## src/rtl/rk8e_sequencer.sv

```systemverilog
// RK8-E command sequencer: validates DLAG commands, drives the SD sector
// engine, and owns status, per-drive write locks and the done interrupt.
module rk8e_sequencer #(
  parameter int MAX_CYL = 203,
  parameter int TIMEOUT = 1048576
) (
  input  logic        clk,
  input  logic        reset,
  input  logic        clear,
  input  logic        cmd_go,
  input  logic        status_clr,
  input  logic [0:11] cmd_reg,
  input  logic [0:11] dar,
  input  logic [0:11] car,
  output logic [1:0]  sd_op,
  output logic        sd_start,
  output logic [14:0] sd_disk_addr,
  output logic [14:0] sd_mem_addr,
  output logic        sd_len,
  input  logic        sd_done,
  input  logic        sd_err,
  output logic [0:11] status,
  output logic        busy,
  output logic        irq,
  output logic [3:0]  write_lock
);

  localparam int CW = (TIMEOUT > 1) ? $clog2(TIMEOUT) : 1;
  localparam logic [CW-1:0] CNT_LAST = CW'(TIMEOUT - 1);

  localparam logic [1:0] OP_NOP   = 2'd0;
  localparam logic [1:0] OP_READ  = 2'd1;
  localparam logic [1:0] OP_WRITE = 2'd2;

  typedef enum logic [2:0] {
    S_IDLE,
    S_CHECK,
    S_ISSUE,
    S_WAIT,
    S_DONE
  } state_e;

  state_e        state_q, state_d;
  logic [0:11]   cmd_q, cmd_d;
  logic [0:11]   dar_q, dar_d;
  logic [0:11]   car_q, car_d;
  logic [0:11]   status_q, status_d;
  logic [0:11]   set_m;
  logic [1:0]    sd_op_q, sd_op_d;
  logic          sd_start_q, sd_start_d;
  logic          busy_q, busy_d;
  logic          irq_q, irq_d;
  logic [3:0]    wl_q, wl_d;
  logic [CW-1:0] cnt_q, cnt_d;

  logic [2:0]    op;
  logic [1:0]    drv;
  logic [7:0]    cyl;
  logic          cyl_err;

  assign op      = cmd_q[0:2];
  assign drv     = cmd_q[9:10];
  assign cyl     = {cmd_q[11], dar_q[0:6]};
  assign cyl_err = ({24'd0, cyl} > 32'(MAX_CYL));

  // Next-state, status set mask and output computation.
  always_comb begin
    state_d    = state_q;
    cmd_d      = cmd_q;
    dar_d      = dar_q;
    car_d      = car_q;
    sd_op_d    = sd_op_q;
    sd_start_d = 1'b0;
    cnt_d      = cnt_q;
    wl_d       = wl_q;
    set_m      = '0;

    if (cmd_go && state_q != S_IDLE) set_m[5] = 1'b1;

    unique case (state_q)
      S_IDLE: begin
        if (cmd_go) begin
          cmd_d   = cmd_reg;
          dar_d   = dar;
          car_d   = car;
          state_d = S_CHECK;
        end
      end
      S_CHECK: begin
        state_d = S_DONE;
        if (cyl_err) begin
          set_m[11] = 1'b1;
        end else begin
          case (op)
            3'd0, 3'd1: begin
              sd_op_d    = OP_READ;
              sd_start_d = 1'b1;
              cnt_d      = '0;
              state_d    = S_ISSUE;
            end
            3'd2: wl_d[drv] = 1'b1;
            3'd3: ;
            3'd4, 3'd5: begin
              if (wl_q[drv]) begin
                set_m[7] = 1'b1;
              end else begin
                sd_op_d    = OP_WRITE;
                sd_start_d = 1'b1;
                cnt_d      = '0;
                state_d    = S_ISSUE;
              end
            end
            default: set_m[10] = 1'b1;
          endcase
        end
      end
      S_ISSUE: begin
        cnt_d   = cnt_q + 1'b1;
        state_d = S_WAIT;
      end
      S_WAIT: begin
        if (sd_done) begin
          if (sd_err) set_m[10] = 1'b1;
          state_d = S_DONE;
        end else if (cnt_q == CNT_LAST) begin
          set_m[9] = 1'b1;
          state_d  = S_DONE;
        end else begin
          cnt_d = cnt_q + 1'b1;
        end
      end
      S_DONE: begin
        set_m[0] = 1'b1;
        sd_op_d  = OP_NOP;
        state_d  = S_IDLE;
      end
      default: state_d = S_IDLE;
    endcase

    status_d = (status_clr ? 12'd0 : status_q) | set_m;
    busy_d   = (state_d != S_IDLE);
    irq_d    = status_q[0] & cmd_q[3];

    if (clear) begin
      state_d    = S_IDLE;
      cmd_d      = '0;
      dar_d      = '0;
      car_d      = '0;
      sd_op_d    = OP_NOP;
      sd_start_d = 1'b0;
      cnt_d      = '0;
      wl_d       = '0;
      status_d   = '0;
      busy_d     = 1'b0;
      irq_d      = 1'b0;
    end
  end

  // State and registered outputs.
  always_ff @(posedge clk or posedge reset) begin
    if (reset) begin
      state_q    <= S_IDLE;
      cmd_q      <= '0;
      dar_q      <= '0;
      car_q      <= '0;
      sd_op_q    <= OP_NOP;
      sd_start_q <= 1'b0;
      cnt_q      <= '0;
      wl_q       <= '0;
      status_q   <= '0;
      busy_q     <= 1'b0;
      irq_q      <= 1'b0;
    end else begin
      state_q    <= state_d;
      cmd_q      <= cmd_d;
      dar_q      <= dar_d;
      car_q      <= car_d;
      sd_op_q    <= sd_op_d;
      sd_start_q <= sd_start_d;
      cnt_q      <= cnt_d;
      wl_q       <= wl_d;
      status_q   <= status_d;
      busy_q     <= busy_d;
      irq_q      <= irq_d;
    end
  end

  assign sd_op        = sd_op_q;
  assign sd_start     = sd_start_q;
  assign sd_disk_addr = {cmd_q[9:11], dar_q};
  assign sd_mem_addr  = {cmd_q[6:8], car_q};
  assign sd_len       = cmd_q[5];
  assign status       = status_q;
  assign busy         = busy_q;
  assign irq          = irq_q;
  assign write_lock   = wl_q;

endmodule
```

## config.mk

```make
export PLATFORM = sky130hd
export DESIGN_NAME = rk8e_sequencer
export DESIGN_NICKNAME = d
export VERILOG_FILES = /design/src/rtl/rk8e_sequencer.sv
export SDC_FILE = /design/constraint.sdc
export NUM_CORES = 1
export LEC_CHECK = 0
export ABC_AREA = 1
export CAP_MARGIN = 20
export CELL_PAD_IN_SITES_DETAIL_PLACEMENT = 1
export CELL_PAD_IN_SITES_GLOBAL_PLACEMENT = 1
export CORE_UTILIZATION = 33
export CTS_BUF_LIST = sky130_fd_sc_hd__clkbuf_8
export CTS_CLUSTER_SIZE = 16
export DETAILED_ROUTE_END_ITERATION = 12
export PLACE_DENSITY = 0.8
export REMOVE_ABC_BUFFERS = 1
export SYNTH_ARGS = -nofsm -noshare
export SYNTH_HDL_FRONTEND = slang
export SYNTH_SLANG_ARGS = --single-unit
```

## constraint.sdc

```tcl
create_clock -name clk -period 2.04 [get_ports clk]
set_input_delay 0.204 -clock clk [delete_from_list [all_inputs] [get_ports clk]]
set_output_delay 0.204 -clock clk [all_outputs]
set_load 0.02 [all_outputs]
```

==> qor_table.md <==
| Parameter | This run | Unit |
|---|---|---|
| Multiplexer share of the synthesized area | 0 | % |
| Number of max-capacitance violations reported | 0 | - |
| Clk sink count | 73 | - |
| Post-cts hold buffer count | 0 | - |
| Share of the synthesized area in compound gates (AO/OA/AOI/OAI) | 7.36 | % |
| Cells after DPL | 738 | - |
| Flop and latch count out of synthesis | 73 | - |
| Via count of the routed design | 3721 | - |
| Total of cells resized after clock tree synthesis | 0 | - |
| Crit path top cell by count | nand2_1 | - |
| Last element of the critical path | cnt_q[8]$_DFFE_PP0P_ | - |
| Count leader, synth | nand2_1 | - |
| Final number of max-transition violations | 0 | - |
| Number of port buffers | 87 | - |
| Effective utilization at floorplan | 33.8 | % |
| Worst EP arrival | 2.10 | ns |
| Min Tclk post-route | 1.80 | ns |
| Post-Synthesis Cells | 522 | - |
| Largest vdd supply drop | 0.000362 | V |
| Total Negative Setup Slacks | 0 | ns |
| DRC Markers | 0 | - |
| Path type of the worst min-delay path | input pin to async pin | - |
| Post-layout net count | 650 | - |
| Maximum count of clock buffers along a single path | 2 | - |
| Worst setup slack after placement | 0.0761 | ns |
| Setup slack on the worst flop-to-flop path | 0.24 | ns |
| CTS Root Buffer Type | clkbuf_8 | - |
| Worst stage delay on the critical path | 0.41 | ns |
| Number of levels the H-tree was split into | 3 | - |
| Post-layout worst setup margin | 0.239 | ns |
| Family with the most delay on the worst path | simple AND/OR/NAND/NOR gates | - |
| Height of the die | 110 | um |
| Startpoint kind of the worst setup timing path | flop | - |
| Adder-cell share of the synthesized area | 0.326 | % |
| Worst path slowest cell | dfrtp_1 | - |
| Worst reg2reg startpoint | cnt_q[1]$_DFFE_PP0P_ | - |
| RSZ-0062 raised after global routing | false | - |
| Avg WL per Cell | 14.9 | um |
| Most used flip-flop cell after synthesis | dfrtp_1 | - |
| Number of clock buffers inserted by TritonCTS | 9 | - |
| Clock latency on the worst-skew pair | 0.36 | ns |
| Dpl hpwl | 8090 | um |
| Overall power of the completed layout | 0.00346 | W |
| Global-route usage over all layers | 20.4 | % |
| Post-layout instance count excluding filler cells | 754 | - |
| Top post-synthesis cells by area | dfrtp_1 48%, nand2_1 14%, nand3_1 9.5%, inv_1 6.5%, o21ai_0 5.3% | - |
| Sum of routed wire length over all layers | 11200 | um |
| Buffer and inverter count on the worst path | 1 | - |
| Share of the clock period used by the worst path | 88.3 | % |
| Power density of the placed cells | 687 | mW/mm2 |
| Parity-gate share of the synthesized area counting xor and xnor cells | 0.684 | % |
| Portion of synthesized cell area occupied by the leading cell type | 47.6 | % |
| Setup clock skew after layout | 0.0110 | ns |
| Antenna-violating nets left | 0 | - |
| CTS clock-pin slew for the worst setup and hold paths | 0.08 | ns |
| Area growth from synthesis to layout | 31.2 | % |
| Max Freq | 0.555 | GHz |
| Avg Vias per Cell | 4.94 | - |
| Synthesized area divided by synthesized cell count | 7.36 | um2 |
| Worst setup EP type | flop | - |
| Logic depth of the worst register-to-register path | 12 | - |
| Simple-gate share of the synthesized area | 32.6 | % |
| Filler Cell Count | 1433 | - |
| CP Max Fanout | 20 | - |
| Pleak | 2.32 | nW |
| Combinational family with the most area after synthesis | simple AND/OR/NAND/NOR gates | - |
| Startpoint of the most critical setup path | cnt_q[1]$_DFFE_PP0P_ | - |
| Distinct cell type count after synthesis | 29 | - |
| Cell type with the largest total area after synthesis | dfrtp_1 | - |
| Share of synthesized registers carrying an async set or reset | 100 | % |
| Die outline area | 0.0121 | mm2 |
| Initial antenna violation count | 0 | - |
| Number of enable flip-flop cells after synthesis | 0 | - |
| Required time worst endpoint | 2.34 | ns |
| TritonCTS clock tree | yes | - |
| Post-synthesis instance area | 0.00384 | mm2 |
| Number of diodes added for antenna fixing | 0 | - |
| Global route total overflow | 0 | - |
| IO Count | 95 | - |
| Commonest cells post-synth | 141 x nand2_1, 73 x dfrtp_1, 73 x nand3_1, 66 x inv_1, 49 x nor2_1 | - |
| Floorplan core area | 0.0114 | mm2 |
| Via count of the first global-routing pass | 3934 | - |
| WS Path Type | flop to flop | - |
| Reg2reg end | cnt_q[8]$_DFFE_PP0P_ | - |
| Outcome | finished, final reports clean | - |
| Routability congestion estimate | 0.792 | - |
| Pin count of the biggest net entering global routing | 74 | - |
| Count of TritonRoute iterations in the first routing pass | 5 | - |
| Post-CTS setup-driven buffer insertion count | 0 | - |
| Ys Warns | 0 | - |
| Cells along the critical path | ha_1 -> nand2_1 -> nor2_2 -> nand2_2 -> nor2_4 -> nand3_2 -> nand2_2 -> nand2_1 -> nand2_2 -> buf_12 -> nand2_1 -> nand2_1 | - |
| Count of routing violations after the opening detailed-route iteration | 102 | - |
| Layout cells sized above 1 | 6.55 | % |
| # setup viols final | 0 | - |
| Share of the yosys chip area belonging to registers | 47.6 | % |
| First-pass GRT wire length | 19000 | um |
| CP Depth | 12 | - |
| Number of endpoints with negative hold slack in the final report | 0 | - |
| Placement row count | 39 | - |
| Horizontal die dimension | 110 | um |
-- placed cells by master (no fill, tap or decap), drive strengths merged, types with 3 or more instances in the layout --
cell type and n:
nand2 145, inv 70, nor3 5, nor4 3, nor2 52, a21oi 10, o21ai 41, clkdlybuf4s50 87
nand4 7, clkbuf 10, conb 6, buf 12, clkinvlp 3, nand3 74, dfrtp 73
-- kinds of logic (layout without fill, tap and decap cells) --
family	after synthesis	in the layout
compound gates	55	55
xor+xnor	3	3
fa+ha+maj	1	1
buf+inv	99	183
flops	73	73
other cells	1	6
simple gates	290	290
-- worst reg2reg max path, cell delays in order, from the launching register on --
cell     delay [ns]
dfrtp_1        0.41
ha_1           0.23
nand2_1        0.10
nor2_2         0.13
nand2_2        0.10
nor2_4         0.12
nand3_2        0.11
nand2_2        0.10
nand2_1        0.06
nand2_2        0.09
buf_12         0.16
nand2_1        0.06
nand2_1        0.07
-- worst min path at each step --
stage	depth (start not counted)	from	end	slack, ns
global placement	2	dar_q[5]$_DFFE_PP0P_	dar_q[5]$_DFFE_PP0P_	0.49
finish	3	reset	cnt_q[15]$_DFFE_PP0P_	0.19
global route	3	reset	cnt_q[15]$_DFFE_PP0P_	0.26
floorplan	1	clear	state_q[2]$_DFF_PP0_	0.27
detailed placement	2	cnt_q[19]$_DFFE_PP0P_	cnt_q[19]$_DFFE_PP0P_	0.50
CTS	3	reset	busy$_DFF_PP0_	0.26
-- per-stage QoR --
| step | hold WS, ns | util (%) | area [um2] |
|---|---|---|---|
| finish | 0.191 | 44.3 | 5040 |
| global route | 0.255 | 44.3 | 5040 |
| CTS | 0.262 | 44.3 | 5040 |
| detailed placement | 0.498 | 42.7 | 4850 |
| global placement | 0.492 | 42.7 | 4850 |
| floorplan | 0.267 | - | 3680 |
-- per-layer routing --
layer / GRT usage, % / vias to the layer above / wire, um
li1: - / 1796 / -
met1: 24.5 / 1830 / 4710
met2: 34.9 / 76 / 5710
met3: 5.93 / 19 / 608
met4: 6.76 / 0 / 197
met5: 0 / - / 0
-- cell type report --
cell class              count  area [um2]  area share [%]
clock buffers              10         138            2.73
inverters                  68         255            5.07
repair buffers             99         998            19.8
well taps                 143         179            3.55
multi-input cells         355        1600            31.7
clock inverters             6        43.8           0.870
flip-flops and latches     73        1830            36.3
-- sequential cells by signal, indices dropped and copies added (netlist names) --
register,flops
dar_q,12
write_lock,4
cmd_q,11
status,6
sd_op,2
sd_start,1
irq,1
cnt_q,20
car_q,12
busy,1
state_q,3
-- report_power, final --
group	leakage, nW	internal (W)	total (W)	switching (W)
clock	0.0863	0.000477	0.00108	0.000605
sequential	0.993	0.00154	0.00160	0.0000659
combinational	1.24	0.000315	0.000774	0.000459
total	2.32	0.00233	0.00346	0.00113
Note: power is estimated with default switching activity, not from simulation.
